<file path="config.mk">
export PLATFORM = sky130hd
export DESIGN_NAME = pulse_train_gen
export DESIGN_NICKNAME = d
export VERILOG_FILES = /design/src/rtl/pulse_pkg.sv /design/src/rtl/pulse_channel.sv /design/src/rtl/pulse_train_gen.sv
export SDC_FILE = /design/constraint.sdc
export NUM_CORES = 1
export LEC_CHECK = 0
export BUFFER_PORTS_ARGS = -buffer_cell sky130_fd_sc_hd__buf_2
export CAP_MARGIN = 5
export CORE_ASPECT_RATIO = 1.5
export CORE_MARGIN = 2
export CORE_UTILIZATION = 34
export CTS_CLUSTER_DIAMETER = 30
export CTS_CLUSTER_SIZE = 28
export DETAILED_ROUTE_END_ITERATION = 8
export SYNTH_ARGS = -nofsm -noshare
export SYNTH_HDL_FRONTEND = slang
export SYNTH_HIERARCHICAL = 1
export SYNTH_SLANG_ARGS = --single-unit
export TNS_END_PERCENT = 1
</file>
<file path="constraint.sdc">
create_clock -name clk -period 4.2 [get_ports clk]
set_clock_uncertainty 0.1 [all_clocks]
set_input_delay 0.21 -clock clk [delete_from_list [all_inputs] [get_ports clk]]
set_output_delay 0.21 -clock clk [all_outputs]
set_load 0.1 [all_outputs]
</file>
<file path="src/rtl/pulse_pkg.sv">
// Shared types and reset defaults for the pulse-train generator.
package pulse_pkg;

  typedef enum logic {
    IDLE = 1'b0,
    RUN  = 1'b1
  } state_t;

  typedef enum logic {
    CONT    = 1'b0,
    ONESHOT = 1'b1
  } mode_t;

  localparam int unsigned DEF_PERIOD_C = 2;
  localparam int unsigned DEF_WIDTH_C  = 1;
  localparam mode_t       DEF_MODE_C   = CONT;

  // Width of a channel-select field; never narrower than one bit.
  function automatic int unsigned sel_width(input int unsigned n);
    return (n > 1) ? $clog2(n) : 1;
  endfunction

endpackage

</file>
<file path="src/rtl/pulse_channel.sv">
// One pulse-train channel: shadow/active config, period counter, two-state FSM.
module pulse_channel
  import pulse_pkg::*;
#(
  parameter int unsigned CNT_W      = 8,
  parameter int unsigned DEF_PERIOD = DEF_PERIOD_C,
  parameter int unsigned DEF_WIDTH  = DEF_WIDTH_C
) (
  input  logic             clk,
  input  logic             rst_n,
  input  logic             cfg_we_i,
  input  logic [CNT_W-1:0] cfg_period_i,
  input  logic [CNT_W-1:0] cfg_width_i,
  input  logic             cfg_oneshot_i,
  input  logic             start_i,
  input  logic             stop_i,
  output logic             pulse_o,
  output logic             busy_o,
  output logic             done_o,
  output logic             err_o
);

  localparam logic [CNT_W-1:0] ONE   = CNT_W'(1);
  localparam logic [CNT_W-1:0] RST_P = CNT_W'(DEF_PERIOD);
  localparam logic [CNT_W-1:0] RST_W = CNT_W'(DEF_WIDTH);

  state_t           state_q, state_d;
  logic [CNT_W-1:0] cnt_q, cnt_d;
  logic [CNT_W-1:0] sh_p_q, sh_p_d, sh_w_q, sh_w_d;
  mode_t            sh_m_q, sh_m_d;
  logic [CNT_W-1:0] ac_p_q, ac_p_d, ac_w_q, ac_w_d;
  mode_t            ac_m_q, ac_m_d;
  logic             pulse_q, pulse_d;
  logic             busy_q, busy_d;
  logic             done_q, done_d;
  logic             err_q, err_d;

  logic [CNT_W-1:0] eff_p, eff_w, cnt_inc;
  mode_t            eff_m;

  // Next-state: a same-cycle config write is visible to start and to the period reload.
  always_comb begin
    eff_p   = cfg_we_i ? cfg_period_i : sh_p_q;
    eff_w   = cfg_we_i ? cfg_width_i : sh_w_q;
    eff_m   = cfg_we_i ? (cfg_oneshot_i ? ONESHOT : CONT) : sh_m_q;
    cnt_inc = cnt_q + ONE;

    state_d = state_q;
    cnt_d   = cnt_q;
    sh_p_d  = eff_p;
    sh_w_d  = eff_w;
    sh_m_d  = eff_m;
    ac_p_d  = ac_p_q;
    ac_w_d  = ac_w_q;
    ac_m_d  = ac_m_q;
    pulse_d = pulse_q;
    busy_d  = busy_q;
    done_d  = 1'b0;
    err_d   = 1'b0;

    if (stop_i) begin
      state_d = IDLE;
      cnt_d   = '0;
      pulse_d = 1'b0;
      busy_d  = 1'b0;
    end else begin
      unique case (state_q)
        IDLE: begin
          pulse_d = 1'b0;
          busy_d  = 1'b0;
          if (start_i) begin
            ac_p_d = eff_p;
            ac_w_d = eff_w;
            ac_m_d = eff_m;
            if (eff_p == '0) begin
              err_d = 1'b1;
            end else begin
              state_d = RUN;
              cnt_d   = '0;
              pulse_d = (eff_w != '0);
              busy_d  = 1'b1;
            end
          end
        end
        RUN: begin
          if (cnt_q < ac_p_q - ONE) begin
            cnt_d   = cnt_inc;
            pulse_d = (cnt_inc < ac_w_q);
          end else if (ac_m_q == CONT) begin
            cnt_d = '0;
            if (eff_p == '0) begin
              err_d   = 1'b1;
              pulse_d = (ac_w_q != '0);
            end else begin
              ac_p_d  = eff_p;
              ac_w_d  = eff_w;
              ac_m_d  = eff_m;
              pulse_d = (eff_w != '0);
            end
          end else begin
            state_d = IDLE;
            cnt_d   = '0;
            pulse_d = 1'b0;
            busy_d  = 1'b0;
            done_d  = 1'b1;
          end
        end
        default: state_d = IDLE;
      endcase
    end
  end

  // State and output registers, cleared asynchronously.
  always_ff @(posedge clk or negedge rst_n) begin
    if (!rst_n) begin
      state_q <= IDLE;
      cnt_q   <= '0;
      sh_p_q  <= RST_P;
      sh_w_q  <= RST_W;
      sh_m_q  <= DEF_MODE_C;
      ac_p_q  <= RST_P;
      ac_w_q  <= RST_W;
      ac_m_q  <= DEF_MODE_C;
      pulse_q <= 1'b0;
      busy_q  <= 1'b0;
      done_q  <= 1'b0;
      err_q   <= 1'b0;
    end else begin
      state_q <= state_d;
      cnt_q   <= cnt_d;
      sh_p_q  <= sh_p_d;
      sh_w_q  <= sh_w_d;
      sh_m_q  <= sh_m_d;
      ac_p_q  <= ac_p_d;
      ac_w_q  <= ac_w_d;
      ac_m_q  <= ac_m_d;
      pulse_q <= pulse_d;
      busy_q  <= busy_d;
      done_q  <= done_d;
      err_q   <= err_d;
    end
  end

  assign pulse_o = pulse_q;
  assign busy_o  = busy_q;
  assign done_o  = done_q;
  assign err_o   = err_q;

endmodule

</file>
<file path="src/rtl/pulse_train_gen.sv">
// Multi-channel pulse-train generator: config decode plus CHANNELS independent channels.
module pulse_train_gen
  import pulse_pkg::*;
#(
  parameter int unsigned CHANNELS   = 4,
  parameter int unsigned CNT_W      = 8,
  parameter int unsigned DEF_PERIOD = DEF_PERIOD_C,
  parameter int unsigned DEF_WIDTH  = DEF_WIDTH_C
) (
  input  logic                                clk,
  input  logic                                rst_n,
  input  logic                                cfg_we,
  input  logic [sel_width(CHANNELS)-1:0]      cfg_ch,
  input  logic [CNT_W-1:0]                    cfg_period,
  input  logic [CNT_W-1:0]                    cfg_width,
  input  logic                                cfg_oneshot,
  input  logic [CHANNELS-1:0]                 start,
  input  logic [CHANNELS-1:0]                 stop,
  output logic [CHANNELS-1:0]                 pulse,
  output logic [CHANNELS-1:0]                 busy,
  output logic [CHANNELS-1:0]                 done,
  output logic [CHANNELS-1:0]                 err
);

  localparam int unsigned SEL_W = sel_width(CHANNELS);

  logic [CHANNELS-1:0] ch_we;

  // Per-channel write enables; a select beyond the last channel matches nothing.
  always_comb begin
    ch_we = '0;
    for (int unsigned i = 0; i < CHANNELS; i++) begin
      ch_we[i] = cfg_we && (cfg_ch == SEL_W'(i));
    end
  end

  for (genvar g = 0; g < CHANNELS; g++) begin : g_ch
    pulse_channel #(
      .CNT_W      (CNT_W),
      .DEF_PERIOD (DEF_PERIOD),
      .DEF_WIDTH  (DEF_WIDTH)
    ) u_ch (
      .clk           (clk),
      .rst_n         (rst_n),
      .cfg_we_i      (ch_we[g]),
      .cfg_period_i  (cfg_period),
      .cfg_width_i   (cfg_width),
      .cfg_oneshot_i (cfg_oneshot),
      .start_i       (start[g]),
      .stop_i        (stop[g]),
      .pulse_o       (pulse[g]),
      .busy_o        (busy[g]),
      .done_o        (done[g]),
      .err_o         (err[g])
    );
  end

endmodule

</file>
==> metrics <==
outcome=finished clean; CTS H-tree lvls=4; Tightest Pin Transition=1.109 ns; postcts setup bufs=0; final count of hold timing violations=0; RSZ-0062 raised after global routing=no; critical path arrival=3.92 ns; Worst setup EP type=flip-flop; core area=29580 um2; Initial Utilization=34.57%; drc violations=0; num rows=77; final period utilization=87.55%; crit-path max cell delay=0.58 ns; top post-synthesis cells by count=172 x dfrtp_1, 92 x mux2_2, 64 x ha_1; cts repair resizes=0; synthesized area=10220 um2; area leader, netlist=dfrtp_1; Setup CP Type=reg -> reg; vias=6782; area delta synth->final=12.60%; Synth Register Bits=188; Slowest-stage cell, CP=a21oi_4; Initial DRC Count=322; Leakage=5.247 nW; nets@finish=1011; register area share after synthesis=46.21%; Final Instance Area=11510 um2; share of power burned in the clock network=28.1%; Mapped Cells=864; Max Fanout on Critical Path=16; Critical Path RT=4.44 ns; final setup fails=0; Clock Tree Root=clkbuf_16; gp weighted congestion=0.7821; GR Util All Layers=14.62%; cells on worst reg2reg path=9; Max-Cap Viols=0; Buffers on Ports=45; clock latency on the worst-skew pair=0.45 ns; CP bufs+invs=0; register area=4725 um2; top_reg_cell synth=dfrtp_1; count of cell types in the netlist=62; Sw Ratio=33.02%; Max Slew Vio Count=0; die width=145.6 um; First-pass DRT Iterations=5; syn_area_per_cell=11.83 um2; ANT cells=0; power per cell area=492.9 nW/um2; vias in the first global route=7122; most common cell in the synthesized netlist=dfrtp_1; Flop pwr share=45.4%; Synth top area share=42.09%; worst relative slew slack=25.59%; setup TNS=0 ns; share of cells above drive strength 1=26.99%; Clock transition at path regs=0.08 ns; P_int=0.003801 W; Final min period=3.677 ns; Worst Hold Path Cells=2; CTS sink count=188; Critical Path Stages=9; WL/cell=16.60 um; Gate power share=26.5%; worst path cell trace=or4_1 -> nor4_1 -> xnor2_1 -> ha_1 -> nand2_1 -> o21ai_0 -> o2111ai_2 -> a21oi_4 -> mux2_2; Synth area leaders=dfrtp_1 42%, mux2_2 10%, ha_1 7.8%, mux2_4 5.9%, dfstp_2 4.1%; initial antenna violation count=0; Net Count, Synth=958; Post-synth EDFFs=0; Synth async-reset ratio=100.0%; Bufs on Longest Clock Path=2; # fillers=2854; Multi-input gate area=5182 um2; DRT Wirelength=22000 um; net switching power of the design=0.001874 W; pin count of the biggest net entering global routing=97; min-delay worst type=in -> reg; die height=216.4 um; Cell Area, Placed=10870 um2; Detailed Place HPWL=16260 um; first-pass GRT wire length=36880 um; Critical Path Source Type=flip-flop; GR Overflow Total=0; Max Clk Rate=0.2720 GHz; Worst VDD drop=0.3320 mV; post-route ant nets=0; via/cell ratio=5.118; CTS tree=yes; Die Area=31510 um2; io pins=46; YS warnings=6; Post-CTS Hold Buffers=5; CP top delay family=compound AO/OA/AOI/OAI gates; Pwr Total=0.005675 W; CTS Buf Count=17
worst paths after layout:
path / endpoint / slack, ns / from
max in group asynchronous: g_ch[1].u_ch/ac_w_q[0] / 2.77 / rst_n
hold reg to reg: g_ch[3].u_ch/sh_m_q / 0.40 / g_ch[3].u_ch/sh_m_q
setup / recovery: g_ch[3].u_ch/ac_w_q[7] / 0.52 / g_ch[3].u_ch/ac_p_q[5]
setup reg to reg: g_ch[3].u_ch/ac_w_q[7] / 0.52 / g_ch[3].u_ch/ac_p_q[5]
min in group asynchronous: g_ch[0].u_ch/cnt_q[5] / 0.25 / rst_n
hold / removal: g_ch[3].u_ch/sh_w_q[5] / 0.06 / cfg_width[5]
worst register-to-register path, cell delays in order (launching register included):
cell	delay (ns)
dfrtp_1	0.41
or4_1	0.56
nor4_1	0.26
xnor2_1	0.12
ha_1	0.30
nand2_1	0.10
o21ai_0	0.53
o2111ai_2	0.20
a21oi_4	0.58
mux2_2	0.42
cells by family after synthesis:
kind of cell | synth area share [%]
compound gates | 11.22
xor+xnor | 4.112
fa+ha+maj | 7.832
buf+inv | 3.169
flops | 46.21
mux | 16.10
simple gates | 11.36
metrics by stage:
step	utilization, %	setup slack [ns]	hold WS (ns)	cells
floorplan	-	1.018	-0.1856	864
global placement	36.76	0.6669	0.2327	1288
detailed placement	36.76	0.5775	0.2271	1288
CTS	38.93	0.5543	0.04765	1325
global route	38.93	0.3271	0.04927	1325
finish	38.93	0.5231	0.05740	1325
layout by cell type, fill, tap and decap left out, types with 23 or more instances in the layout:
cell     netlist  routed
a21oi_1       24      24
buf_2          3      44
dfrtp_1      172     172
ha_1          64      64
inv_1         52      52
mux2_2        92      92
mux2_4        40      40
nand2_1       37      37
nand3_1       23      23
nor2_1        48      48
nor4_1        37      37
o21ai_0       29      29
xnor2_1       30      30
power groups by stage:
stage	clock network, W	registers, W	logic, W
2_1_floorplan	0	0.00255	0.00118
4_1_cts	0.00165	0.00258	0.00153
5_1_grt	0.00173	0.00264	0.00170
3_5_place_dp	0	0.00261	0.00151
3_3_place_gp	0	0.00260	0.00147
6_report	0.00160	0.00258	0.00150
flip-flops by register name (all words and copies together), names as in the netlist:
name               flops
g_ch.u_ch/sh_m_q       4
g_ch.u_ch/sh_p_q      32
g_ch.u_ch/busy_o       4
g_ch.u_ch/ac_m_q       4
g_ch.u_ch/done_o       4
g_ch.u_ch/pulse_o      4
g_ch.u_ch/err_o        4
g_ch.u_ch/sh_w_q      32
g_ch.u_ch/ac_w_q      32
g_ch.u_ch/state_q      4
g_ch.u_ch/cnt_q       32
g_ch.u_ch/ac_p_q      32
routing by layer:
layer,GRT usage (%),vias up,wire length (um)
met5,0,-,0
met4,5.458,0,495
met3,2.547,27,525
met2,26.65,86,11670
met1,17.11,3394,9310
li1,-,3275,-
area by class of cell:
class                      instances  area share [%]
inverter                          52           1.695
clock inverter                    15           1.434
timing repair buffer              54           2.836
multi-input combinational        604           45.01
clock buffer                      17           3.695
tap                              395           4.293
sequential                       188           41.03
(Power assumes the default switching activity.)
